--- src/rtl/quad_input_pkg.sv ---
// Shared constants for the quadrature input debouncer: default timing
// parameters and the prescaler counter width helper.
package quad_input_pkg;

  localparam int DEF_SYNC_STAGES = 2;
  localparam int DEF_TICK_DIV    = 256;
  localparam int DEF_HIST_LEN    = 8;

  // A divide-by-1 prescaler still needs a one-bit counter to stay legal.
  function automatic int cnt_width(input int div);
    return (div > 1) ? $clog2(div) : 1;
  endfunction

  localparam int CNT_W = cnt_width(DEF_TICK_DIV);

endpackage

--- src/rtl/quad_input_debounce_channel.sv ---
// One debounced input bit: synchroniser, sample history and the clean/changed
// output flops. Samples are taken only on the shared prescaler tick.
module debounce_channel
  import quad_input_pkg::*;
#(
  parameter int SYNC_STAGES = DEF_SYNC_STAGES,
  parameter int HIST_LEN    = DEF_HIST_LEN
) (
  input  logic clk,
  input  logic reset,
  input  logic raw,
  input  logic tick,
  output logic clean,
  output logic changed
);

  logic [SYNC_STAGES-1:0] sync_q, sync_d;
  logic [HIST_LEN-2:0]    hist_q, hist_d;
  logic                   clean_q, clean_d;
  logic                   changed_q, changed_d;
  logic [HIST_LEN-1:0]    nh;

  always_comb begin
    sync_d    = {sync_q[SYNC_STAGES-2:0], raw};
    nh        = {hist_q, sync_q[SYNC_STAGES-1]};
    hist_d    = hist_q;
    clean_d   = clean_q;
    changed_d = 1'b0;
    if (tick) begin
      hist_d = nh[HIST_LEN-2:0];
      // Only a full window of agreeing samples that differs from clean toggles it.
      if ((&nh) && !clean_q) begin
        clean_d   = 1'b1;
        changed_d = 1'b1;
      end else if (!(|nh) && clean_q) begin
        clean_d   = 1'b0;
        changed_d = 1'b1;
      end
    end
  end

  always_ff @(posedge clk) begin
    if (reset) begin
      sync_q    <= '0;
      hist_q    <= '0;
      clean_q   <= 1'b0;
      changed_q <= 1'b0;
    end else begin
      sync_q    <= sync_d;
      hist_q    <= hist_d;
      clean_q   <= clean_d;
      changed_q <= changed_d;
    end
  end

  assign clean   = clean_q;
  assign changed = changed_q;

endmodule

--- src/rtl/quad_input_debounce.sv ---
// Debounces the raw a/b pins of one rotary encoder. A shared prescaler
// produces the sample tick; each pin gets its own debounce_channel.
module quad_input_debounce
  import quad_input_pkg::*;
#(
  parameter int CHANNELS    = 2,
  parameter int SYNC_STAGES = DEF_SYNC_STAGES,
  parameter int TICK_DIV    = DEF_TICK_DIV,
  parameter int HIST_LEN    = DEF_HIST_LEN
) (
  input  logic                clk,
  input  logic                reset,
  input  logic [CHANNELS-1:0] raw,
  output logic [CHANNELS-1:0] clean,
  output logic [CHANNELS-1:0] changed,
  output logic                tick
);

  localparam int             CW       = cnt_width(TICK_DIV);
  localparam logic [CW-1:0]  CNT_LAST = CW'(TICK_DIV - 1);

  logic [CW-1:0] cnt_q, cnt_d;
  logic          tick_q, tick_d;

  // tick is registered, so it is high in the cycle after the count hits its last value.
  always_comb begin
    tick_d = (cnt_q == CNT_LAST);
    cnt_d  = tick_d ? '0 : cnt_q + CW'(1);
  end

  always_ff @(posedge clk) begin
    if (reset) begin
      cnt_q  <= '0;
      tick_q <= 1'b0;
    end else begin
      cnt_q  <= cnt_d;
      tick_q <= tick_d;
    end
  end

  assign tick = tick_q;

  for (genvar i = 0; i < CHANNELS; i++) begin : g_ch
    debounce_channel #(
      .SYNC_STAGES(SYNC_STAGES),
      .HIST_LEN   (HIST_LEN)
    ) u_ch (
      .clk    (clk),
      .reset  (reset),
      .raw    (raw[i]),
      .tick   (tick_q),
      .clean  (clean[i]),
      .changed(changed[i])
    );
  end

endmodule
--- config.mk ---
export PLATFORM = sky130hd
export DESIGN_NAME = quad_input_debounce
export DESIGN_NICKNAME = d
export VERILOG_FILES = /design/src/rtl/quad_input_pkg.sv /design/src/rtl/quad_input_debounce_channel.sv /design/src/rtl/quad_input_debounce.sv
export SDC_FILE = /design/constraint.sdc
export NUM_CORES = 1
export LEC_CHECK = 0
export CORE_MARGIN = 2
export CORE_UTILIZATION = 36
export DETAILED_ROUTE_END_ITERATION = 7
export HOLD_SLACK_MARGIN = 0.08
export MAX_ROUTING_LAYER = met4
export SLEW_MARGIN = 30
export SYNTH_ARGS = -nofsm -noshare
export SYNTH_HDL_FRONTEND = slang
export SYNTH_SLANG_ARGS = --single-unit
--- constraint.sdc ---
create_clock -name clk -period 1.8 [get_ports clk]
set_input_delay 0.36 -clock clk [delete_from_list [all_inputs] [get_ports clk]]
set_output_delay 0.36 -clock clk [all_outputs]
set_load 0.01 [all_outputs]
# == After elaboration in Yosys (flattened, before gate mapping) ==
# Cells that the tools add are included.
# word_totals
output_inout_bits,5
word_cells,39
regBits,31
# classes
bitwise,1
n_reduce_logical,18
mux,8
eq_ne,1
n_addsub,1
# ops
cell,n
$reduce_and 8->1,2
$reduce_or 8->1,2
$add 8x1->8 const B,1
$eq 8x8->1 const B,1
$mux 1,8
$logic_and 1x1->1,4
$logic_not 1->1,4
$reduce_and 2->1,2
$reduce_bool 2->1,2
$reduce_or 2->1,2
$not 1->1,1

# == Longest topological paths before layout ==
# depth
ltp_word,5
mapped_depth,4

# == Hierarchy ==
# From an unflattened synthesis, not the netlist that was laid out.
# hier_totals
hier_cells,121
area_unflattened_um2,1234.9
# by_module_without_submodules
module,instances,area_per_inst_um2,cells_per_inst,seq_area_each_um2
debounce_channel,2,434.2,40,220.2
quad_input_debounce,1,366.6,41,180.2

# == Worst setup path before layout ==
# OpenSTA, ideal clock, no wires.
# synth_timing
path_kind,register to register
from,reg cnt_q[0]
to,reg cnt_q[3]
t_arrival_ns,1.087
setup_time_ns,0.131
stages_incl_launch_ff,5
n_path_buf,0
slack_ns,0.582
cell_sequence,dfxtp_1 > ha_1 > nand2_1 > o31ai_2 > nor2_1
# synth_between
elab_chain_cells,2
elab_cells_between_ends,3
classes_between,add/sub (1); eq/ne (1); reduce/logical (1)
# synth_rtl
item,line,source
"start, declared",quad_input_debounce.sv:22,"logic [CW-1:0] cnt_q, cnt_d;"
"start signal, assigned",quad_input_debounce.sv:36,cnt_q <= cnt_d;
"parallel branches: the longest is 2 deep, another holds $add 8x1->8",-,
# Parallel ways; which one is timed is not known.
# A chain may end at the register's enable or synchronous reset.

# == Worst setup path in the final report ==
# layout_timing
from,reg g_ch[1].u_ch.clean_q
to,out clean[1]
# layout_rtl
item,line,source
"start, declared",quad_input_debounce_channel.sv:19,"logic clean_q, clean_d;"
"start signal, assigned",quad_input_debounce_channel.sv:51,clean_q <= clean_d;
"end, declared",quad_input_debounce.sv:14,"output logic [CHANNELS-1:0] clean,"
# No word-level cell between the ends.

==> metrics.cfg <==
[floorplanning]
die_w_um=61.52
start_util_pct=38.39
dieHeight_um=61.52
core_um2=3103
rows=20
io_pins=9
die_area_um2=3785

[global_route]
grt_overflow=0
antenna_found_initial=0
grt_max_degree=21
grt.total_usage_pct=13.31
grt_pass1_vias=822
grt_pass1_wl_mm=3.456

[yosys]
yosys.area.top_type=dfxtp_1
synth_seq_cells=31
syn_avg_cell_area_um2=9.763
synth_cell_types=26
synth_top_area_share_pct=52.10
synthCells=122
syn_nets=127
syn_area_um2=1191
seq_area_frac_synth_pct=52.10
synth_warnings=0
synth_area_leaders=dfxtp_1, mux2i_1, nor2_1

[critical_path]
crit_path_end_kind=primary output
crit_family=buffers and inverters
crit_required_ns=1.44
critPathMaxStageDelay_ns=0.55
critical_path_class=reg -> out
r2r_slack_ns=0.38
cp_cell_sequence=clkdlybuf4s50_1
start_kind=flip-flop
path_max_fanout=4
worst-path-buf-inv=1
cp_data_arrival_time_ns=1.26
cpMaxStageDelayCell=clkdlybuf4s50_1

[drt]
post-route-drc-count=0
routed-via-count=852
drtAntennaViolNets=0
avgRoutedWirePerCell_um=11.04
drtIter0Drc=24
vias_per_cell=4.841
wl_mm=1.943
dr.pass1.iters=4

[power_and_ir_drop]
p_total_mw=1.120
leakagePower_nw=0.4394
p_per_area_nw_per_um2=825.9
vdd_drop_max_v=0.0004176

[sta]
fin_crit_sh_pct=90.03
fin_crit_ns=1.621
layout_setup_ws_ns=0.1795
setup_viol=0
fmax_ghz=0.6171
tns_ns=0
slew_viol_final=0
clock_skew_ns=0.01043
relSlewSlack_pct=66.15
worstMarginPinSlew_ns=0.5047
holdWs_ns=0.4511
hold_violations=0
rsz0062_at_grt=false

[finish]
diodes=0
nets=136
fillCellCount=338
utilization_pct=43.71
final_area_um2=1356
regArea_um2=620.6
final_cells=176
multi_input_area_um2=508.0
area_delta_synth_final_pct=13.87
drive_gt1_share_pct=9.091

[job]
maxCapViolations=0

[clock_network]
post_cts_buffers=0
cts_buffers=5
hold_buffers=0
h-tree-depth=2
cts_num_sinks=31
clk_path_buf_depth=2
cts_tree=done
clk_pin_slew_ns=0.10
clk_latency_ns=0.33
root_buffer=clkbuf_4
post_cts_resize_count=0

[placed_design]
globalplace.congestion=0.7309
dp_hpwl_mm=1.347
placed_area_um2=1306
port_buffers=8
pre_cts_slack_ns=0.3047
placed_cells=168

[hold_path]
hold_class=reg -> reg

[run_status]
status=finished clean

==> synthesized netlist by cell type (all sizes together) <==
master,n
nor2,19
inv,4
nor4,5
a21oi,5
and3,1
or3,3
ha,1
buf,6
xor2,2
clkbuf,2
o32ai,1
xnor2,1
a311o,1
or4b,1
o31ai,1
nor2b,4
mux2i,14
or4,1
dfxtp,31
o21ai,4
nand2,6
nand3,6
nand4,3
==> flip-flops by register name, summed over array words and instances, names as in the netlist <==
name / cells
tick: 1
cnt_q: 8
g_ch.u_ch.sync_q: 4
g_ch.u_ch.changed: 2
g_ch.u_ch.clean: 2
g_ch.u_ch.hist_q: 14
==> where the power goes <==
| part | total [mW] | switching [mW] | internal [mW] |
|---|---|---|---|
| combinational | 0.0375 | 0.0187 | 0.0188 |
| clock | 0.382 | 0.230 | 0.152 |
| sequential | 0.701 | 0.00592 | 0.695 |
| total | 1.12 | 0.254 | 0.866 |
==> metal layers <==
layer / track usage (%) / up-vias / part of all wire (%)
met3: 5.042 / 4 / 4.2
met2: 20.15 / 17 / 45
li1: - / 438 / -
met5: - / - / 0
met1: 15.08 / 393 / 49
met4: 7.295 / 0 / 1.9
==> final timing paths <==
| check | startpoint | end | cells past startpoint |
|---|---|---|---|
| max | g_ch[1].u_ch.clean | clean[1] | 1 |
| min | g_ch[1].u_ch.sync_q[0] | g_ch[1].u_ch.sync_q[1] | 1 |
| max reg2reg | cnt_q[0] | cnt_q[3] | 4 |
| min reg2reg | g_ch[1].u_ch.sync_q[0] | g_ch[1].u_ch.sync_q[1] | 1 |
==> cell type report <==
cell class	count	area share [%]
clock buffer	7	3.321
clock inverter	1	0.3690
inverter	4	1.107
multi-input combinational	79	37.45
sequential	31	45.76
tap	44	4.059
timing repair buffer	10	7.934
==> placed cells by master, fill, tap and decap left out, types with 2 or more instances in the layout <==
| master | count |
|---|---|
| a21oi_1 | 4 |
| inv_1 | 4 |
| clkbuf_1 | 2 |
| nor2b_1 | 4 |
| clkdlybuf4s50_1 | 8 |
| clkbuf_4 | 5 |
| or3_1 | 3 |
| nand2_1 | 6 |
| mux2i_1 | 14 |
| xor2_1 | 2 |
| nor2_1 | 19 |
| dfxtp_1 | 31 |
| nor4_1 | 5 |
| nand4_1 | 3 |
| o21ai_0 | 3 |
| nand3_1 | 6 |
==> logic make-up (layout without fill, tap and decap cells) <==
kind of cell,Yosys count,after routing,synth area share [%]
mux,14,14,11.76
xor+xnor,3,3,2.206
flops,31,31,52.10
fa+ha+maj,1,1,1.050
simple gates,49,49,20.59
buf+inv,12,22,5.252
compound gates,12,12,7.038
Power figures use the tool's default switching activity.
